--- config.mk ---
export PLATFORM = sky130hd
export DESIGN_NAME = regbank_wr_arbiter
export DESIGN_NICKNAME = d
export VERILOG_FILES = /design/src/rtl/regbank_wr_arbiter.sv
export SDC_FILE = /design/constraint.sdc
export NUM_CORES = 1
export LEC_CHECK = 0
export BUFFER_PORTS_ARGS = -buffer_cell sky130_fd_sc_hd__buf_2
export CORE_MARGIN = 5
export CORE_UTILIZATION = 42
export CTS_CLUSTER_DIAMETER = 30
export CTS_CLUSTER_SIZE = 12
export DETAILED_ROUTE_END_ITERATION = 6
export HOLD_SLACK_MARGIN = 0.15
export PLACE_DENSITY = 0.92
export REMOVE_ABC_BUFFERS = 1
export SLEW_MARGIN = 10
export SYNTH_ARGS = -nofsm -noshare
export SYNTH_HDL_FRONTEND = slang
export SYNTH_SLANG_ARGS = --single-unit
--- constraint.sdc ---
create_clock -name clk_i -period 4.95 [get_ports clk_i]
set_input_delay 0.495 -clock clk_i [delete_from_list [all_inputs] [get_ports clk_i]]
set_output_delay 0.495 -clock clk_i [all_outputs]
set_load 0.01 [all_outputs]
--- src/rtl/regbank_wr_arbiter.sv ---
// Round-robin write arbiter/sequencer driving a parallel register bank's next-state array.
// Latency: grant registered one cycle after the request is sampled; d_o is combinational in the beat.
// Backpressure: requesters hold req/addr/data until granted; locked bursts are capped at BURST_MAX beats.
module regbank_wr_arbiter #(
   parameter  int N         = 4,
   parameter  int M         = 16,
   parameter  int R         = 4,
   parameter  int BURST_MAX = 4,
   localparam int AW        = (M > 1) ? $clog2(M) : 1
) (
   input  logic          clk_i,
   input  logic          rst_i,
   input  logic [R-1:0]  req_i,
   input  logic [R-1:0]  lock_i,
   input  logic [AW-1:0] addr_i [0:R-1],
   input  logic [N-1:0]  data_i [0:R-1],
   input  logic [N-1:0]  q_i    [0:M-1],
   output logic [N-1:0]  d_o    [0:M-1],
   output logic [R-1:0]  gnt_o,
   output logic          busy_o,
   output logic          wr_err_o
);

   localparam int RW  = $clog2(R);
   localparam int CW  = (BURST_MAX > 1) ? $clog2(BURST_MAX) : 1;
   localparam int AWP = AW + 1;
   localparam logic [CW-1:0]  CNT_LAST = CW'(BURST_MAX - 1);
   localparam logic [AWP-1:0] ADDR_LIM = AWP'(M);

   typedef enum logic {
      ST_IDLE = 1'b0,
      ST_GNT  = 1'b1
   } state_e;

   state_e        state_q, state_d;
   logic [RW-1:0] owner_q, owner_d;
   logic [RW-1:0] ptr_q,   ptr_d;
   logic [CW-1:0] cnt_q,   cnt_d;
   logic [R-1:0]  gnt_q,   gnt_d;
   logic          err_q,   err_d;

   logic [AW-1:0] cur_addr;
   logic [N-1:0]  cur_data;
   logic          beat;
   logic          in_range;
   logic [RW-1:0] rel_ptr;
   logic [RW-1:0] srch_start;
   logic [RW-1:0] cand;
   logic          win_vld;
   logic [RW-1:0] win_idx;

   // Current owner's request view: is this cycle a write beat, and does its address hit the bank
   always_comb begin
      cur_addr = addr_i[owner_q];
      cur_data = data_i[owner_q];
      beat     = (state_q == ST_GNT) && req_i[owner_q];
      in_range = {1'b0, cur_addr} < ADDR_LIM;
      rel_ptr  = (owner_q == RW'(R - 1)) ? '0 : owner_q + RW'(1);
   end

   // Round-robin winner search; while granted it starts after the owner and skips the owner
   always_comb begin
      srch_start = (state_q == ST_GNT) ? rel_ptr : ptr_q;
      cand       = '0;
      win_vld    = 1'b0;
      win_idx    = '0;
      for (int i = 0; i < R; i++) begin
         cand = RW'((int'(srch_start) + i) % R);
         if (!win_vld && req_i[cand] && !((state_q == ST_GNT) && (cand == owner_q))) begin
            win_vld = 1'b1;
            win_idx = cand;
         end
      end
   end

   // State register: all arbiter state clears asynchronously
   always_ff @(posedge clk_i or negedge rst_i) begin
      if (!rst_i) begin
         state_q <= ST_IDLE;
         owner_q <= '0;
         ptr_q   <= '0;
         cnt_q   <= '0;
         gnt_q   <= '0;
         err_q   <= 1'b0;
      end else begin
         state_q <= state_d;
         owner_q <= owner_d;
         ptr_q   <= ptr_d;
         cnt_q   <= cnt_d;
         gnt_q   <= gnt_d;
         err_q   <= err_d;
      end
   end

   // Next-state: grant from idle, extend a locked burst, or release and hand over
   always_comb begin
      state_d = state_q;
      owner_d = owner_q;
      ptr_d   = ptr_q;
      cnt_d   = cnt_q;
      case (state_q)
         ST_IDLE: begin
            if (win_vld) begin
               state_d = ST_GNT;
               owner_d = win_idx;
               cnt_d   = '0;
            end
         end
         ST_GNT: begin
            if (req_i[owner_q] && lock_i[owner_q] && (cnt_q < CNT_LAST)) begin
               cnt_d = cnt_q + CW'(1);
            end else begin
               // Released owner is skipped at this edge only, so it may win again from idle
               ptr_d = rel_ptr;
               cnt_d = '0;
               if (win_vld) begin
                  owner_d = win_idx;
               end else begin
                  state_d = ST_IDLE;
               end
            end
         end
         default: begin
            state_d = ST_IDLE;
         end
      endcase
   end

   // Outputs: next grant vector, out-of-range flag, and the bank next-state array
   always_comb begin
      gnt_d = '0;
      if (state_d == ST_GNT) begin
         gnt_d[owner_d] = 1'b1;
      end
      err_d = beat && !in_range;
      for (int m = 0; m < M; m++) begin
         d_o[m] = q_i[m];
         if (beat && in_range && (cur_addr == AW'(m))) begin
            d_o[m] = cur_data;
         end
      end
   end

   assign gnt_o    = gnt_q;
   assign busy_o   = (state_q == ST_GNT);
   assign wr_err_o = err_q;

endmodule

# --- Word level (Yosys, flattened, before mapping) ---
# Cells that the tools add are included.
# Widths: inputs -> output; s select.
word_totals:
  in_bits: 106
  out_inout_bits: 70
  wordCells: 139
  ff_bits: 11
op_classes:
  reduce_logical: 40
  muxes: 56
  order_cmp: 9
  n_eq_ne: 21
  n_bitwise: 3
  addsub: 5
op_table:
  columns: ["op", "count"]
  rows:
  - ["$mux 4", 21]
  - ["$eq 4x4->1 const B", 8]
  - ["$logic_and 1x1->1", 31]
  - ["$mux 2", 10]
  - ["$lt 2x3->1 const B", 6]
  - ["$bmux 4 s2", 2]
  - ["$eq 4x3->1 const B", 4]
  - ["$mux 1", 13]
  - ["$bmux 1 s2", 6]
  - ["$eq 2x2->1", 4]
  - ["$eq 4x2->1 const B", 2]
  - ["$pmux 2 s2", 2]
  - ["$logic_not 1->1", 7]
  - ["$add 2x1->2 const B", 3]
  - ["$add 2x2->2 const B", 2]
  - ["$eq 4x1->1 const B", 1]
  - ["$logic_not 4->1", 1]
  - ["$ge 3x3->1 const B", 1]
  - ["$not 2->3", 1]
  - ["$demux 1 s2", 1]
  - ["$eq 2x2->1 const B", 1]
  - ["$ge 2x1->1 const B", 1]
  - ["$lt 2x2->1 const B", 1]
  - ["$ne 2x2->1 const B", 1]
  - ["other kinds (3)", 4]

# --- Logic depth before layout (Yosys ltp) ---
logic_depth:
  depth_word: 28
  mapped_depth: 8
  mapped_depth_nobuf: 7

# --- Worst setup path before layout ---
# No wires, ideal clock.
synth_path:
  kind: "reg-to-output"
  startpoint: "register owner_q[0]"
  endpoint: "output d_o[4] (netlist bit)"
  path_stages_with_launch: 7
  t_arrival_ns: 1.955
  slack_ns: 2.500
  required_ns: 4.455
  n_path_buf: 1
  cell_sequence: "dfrtp_1 -> buf_4 -> mux4_2 -> nor2_1 -> nand2_1 -> nor2_2 -> mux2_2"
synth_rtl:
  columns: ["element", "line", "source"]
  rows:
  - ["start: declaration", "36", "logic [RW-1:0] owner_q, owner_d;"]
  - ["start signal: assignment", "87", "owner_q <= owner_d;"]
  - ["end: declaration", "18", "output logic [N-1:0] d_o [0:M-1],"]

==> results by stage <==
Outcome:
- The flow ran to the end, and the final reports show no timing, DRC or antenna violations.

Route:
- The number of design rule violations left after detail routing is 0.
- The violation count after the first detailed-routing iteration is 150.
- The wire length per cell is a little under 20 um.
- The detail-routed via count per cell is roughly 5.6.
- The routed design has 8310 um of wire.
- The number of antenna-violating nets in the routed design is 0.
- The total number of vias is 2374.
- The number of detailed-routing iterations run before antenna repair is 4.

Place:
- At the end of routability-driven placement, the weighted congestion stood at 0.930.
- In this run the tool buffered the top-level ports with 174 buffer cells.
- Detailed placement finished with a half-perimeter wire length of 7110 um.

GRT:
- The first global-routing pass estimated 12700 um of wire.
- Entering global routing, the biggest net connects 20 pins.
- The via count of the first global-routing pass is ~2500.
- Across every metal layer, demand over resource in global routing totals 0.261.
- The initial antenna violation count is 0.
- Global routing finished with a remaining overflow of 0.

Critical path:
- At the worst endpoint, the required time is 4.45 ns.
- The largest stage delay on the critical path is roughly 0.9 ns.
- The signal on the critical path passes through mux4_2 -> nor2_1 -> nand2_1 -> nor2_2 -> mux2_2 -> buf_2.
- The largest individual stage delay along the critical path comes from the cell dfrtp_1.
- The capturing element type of the critical path is an output port.
- The arrival time reported for the critical path endpoint is 2.95 ns.
- The type of the setup path with the least slack is flop to output port.
- The worst setup path is launched from a flop.
- The maximum fanout count along the critical path is 19.

Timing:
- The ratio of final minimum period to clock period is 0.695.
- Summed over all failing endpoints, the final setup total negative slack is 0 ns.
- The highest attainable clock frequency is 291 MHz.
- Headroom to the max-slew limit came out at 0.410.
- The minimum clock period is roughly 3.4 ns.
- The post-route clock skew is 0.00427 ns.
- The number of hold violations in the final report is 0.
- For the pin with the worst max-slew slack, the measured transition is 0.885 ns.
- The total count of max-transition violations in the final report is 0.
- Setup repair after global routing left no endpoint under its margin.
- Hold is met by 0.541 ns.
- The number of setup violations in the final report is 0.

Pwr:
- The power per unit of standard cell area is 480 nW/um^2.
- The leakage power of the design is 1.44 nW.
- The peak ir drop on the vdd network is 333 uV.

Yosys:
- The synthesized netlist contains 43 unique library cells.
- The biggest area contributor in the post-synthesis netlist is mux2_2.
- The synthesized area divided by synthesized cell count is 9.88 sq um.
- The number of instances in the synthesized netlist is 199.
- Ranked by total cell area, the synthesized netlist is headed by mux2_2 38%, dfrtp_1 14%, mux4_2 13%, nor2_1 2.5%, nand2b_1 2.2%.
- The fraction of synthesized cell area taken by the top area cell type is 0.378.
- In the synthesized netlist the dominant register cell turns out to be dfrtp_1.
- The synthesis-stage register bit count is 11.
- The proportion of synthesized chip area in sequential cells is 0.140.
- The synthesized netlist occupies a cell area of 1970 sq um.
- The share of synthesized flip-flops with an asynchronous set or reset is 1.00.
- In this run, synthesis inferred 0 flip-flops with an integrated enable.
- The number of warning messages in the yosys log is 0.

Clock tree:
- The clock passes through at most 2 buffers.
- Clock latency on the worst-skew pair, taken at its later pin, is 0.24 ns.
- The CTS tree is yes.
- The number of clock sinks is 11.
- The H-tree depth is 1.
- The cell chosen for the clock root is clkbuf_8.
- The CTS buffer count is 3.
- The clock edge transition at the registers on the reported setup and hold paths is 0.05 ns.

Floorplan:
- In this run the vertical extent of the chip is 78.4 um.
- The standard cell core area is 4440 sq um.
- The total die area is 6150 sq um.
- The die boundary width is 78.4 um.
- The cell row count is 24.
- During I/O placement, the number of pins put on the boundary was 176.
- The initial utilization of the core area, before any placement, comes to 0.442.

Cells and area:
- The number of antenna diodes in the final layout is 0.
- In the final layout, the share of cells above drive strength 1 is 0.737.
- The area added between synthesis and finish is 47.9%.
- After the last flow step, the layout net total stands at 478.

Min path:
- The type of the most critical hold path is flop to flop.

Flow run:
- The number of maximum-capacitance violations is 0.
-- layout make-up --
class / count / area, sq um
tap: 52 / 65.1
timing repair buffer: 175 / 881
sequential: 11 / 275
inverter: 9 / 33.8
clock buffer: 3 / 41.3
fill: 359 / 1540
multi-input combinational: 170 / 1610
clock inverter: 1 / 5.00
-- cell usage after synthesis (all sizes together) (2+ instances only) --
library cell / number
nor3: 3
xnor2: 2
ha: 2
nand2: 12
nor2b: 4
clkbuf: 4
inv: 9
dfrtp: 11
o31ai: 4
nor2: 20
a31oi: 3
nand4: 3
mux2: 68
nand2b: 8
a31o: 3
mux4: 11
nand3: 8
a32o: 2
a2111oi: 2
mux2i: 2
buf: 5
-- power by group --
group	switching, mW	total (mW)	internal, mW
clock network	0.0348	0.0902	0.0554
registers	0.0808	0.210	0.130
logic	0.603	1.10	0.492
total	0.719	1.40	0.677
-- cell families after synthesis --
| family | after synthesis | share of synthesized area |
|---|---|---|
| mux | 81 | 0.528 |
| simple gates | 60 | 0.171 |
| compound gates | 23 | 0.0898 |
| buf+inv | 18 | 0.0433 |
| flops | 11 | 0.140 |
| xor+xnor | 3 | 0.0134 |
| fa+ha+maj | 2 | 0.0127 |
| other cells | 1 | 0.00191 |
-- critical path: cells and delay by family (launching register included) --
| family | cells | cell delay (ns) |
|---|---|---|
| buffers and inverters | 1 | 0.14 |
| AND/OR/NAND/NOR | 3 | 0.56 |
| multiplexers | 2 | 1.07 |
| flip-flops | 1 | 0.92 |
-- sequential cells by signal (all words and copies together) (netlist names) --
name,cells
gnt_o,4
owner_q,2
busy_o,1
ptr_q,2
cnt_q,2
-- layout by cell type, fill, tap and decap left out, types with 4 or more instances in the layout --
| master | n |
|---|---|
| buf_2 | 174 |
| mux2_2 | 66 |
| nor2_1 | 13 |
| nand2_1 | 11 |
| mux4_2 | 11 |
| nor2_2 | 7 |
| inv_1 | 9 |
| nand3_1 | 8 |
| nand2b_1 | 7 |
| dfrtp_1 | 11 |
| o31ai_1 | 4 |
-- layer usage --
| layer | global-route usage | routed length [um] |
|---|---|---|
| met1 | 0.277 | 2890 |
| met2 | 0.495 | 4470 |
| met3 | 0.0801 | 773 |
| met4 | 0.0734 | 182 |
| met5 | 0 | 0 |
-- through the flow --
| step | utilization | cell area (sq um) | worst slack (ns) | power, mW | cells |
|---|---|---|---|---|---|
| finish | 0.654 | 2910 | 1.51 | 1.40 | 421 |
| global route | 0.654 | 2910 | 1.29 | 1.52 | 421 |
| CTS | 0.654 | 2910 | 1.47 | 1.39 | 421 |
| detailed placement | 0.641 | 2850 | 1.74 | 1.29 | 416 |
| global placement | 0.641 | 2850 | 1.81 | 1.26 | 416 |
| floorplan | - | 1910 | 2.14 | 0.984 | 190 |
-- final timing paths --
path / slack, ns / start / endpoint / cells after the start
max: 1.51 / owner_q[0] / d_o[25] / 6
min: 0.54 / cnt_q[0] / cnt_q[0] / 3
max reg2reg: 1.94 / owner_q[0] / gnt_o[1] / 6
min reg2reg: 0.54 / cnt_q[0] / cnt_q[0] / 3
max in group asynchronous: 4.11 / rst_i / gnt_o[3] / 2
min in group asynchronous: 0.65 / rst_i / owner_q[1] / 2
-- repair_timing --
action                                 4_1_cts  5_1_grt
setup buffers                                0        0
hold buffers                                 1        0
resized for setup                            0        0
endpoints found under the hold margin       11        0
setup endpoints to repair                    0        0
Note: power is estimated with default switching activity, not from simulation.
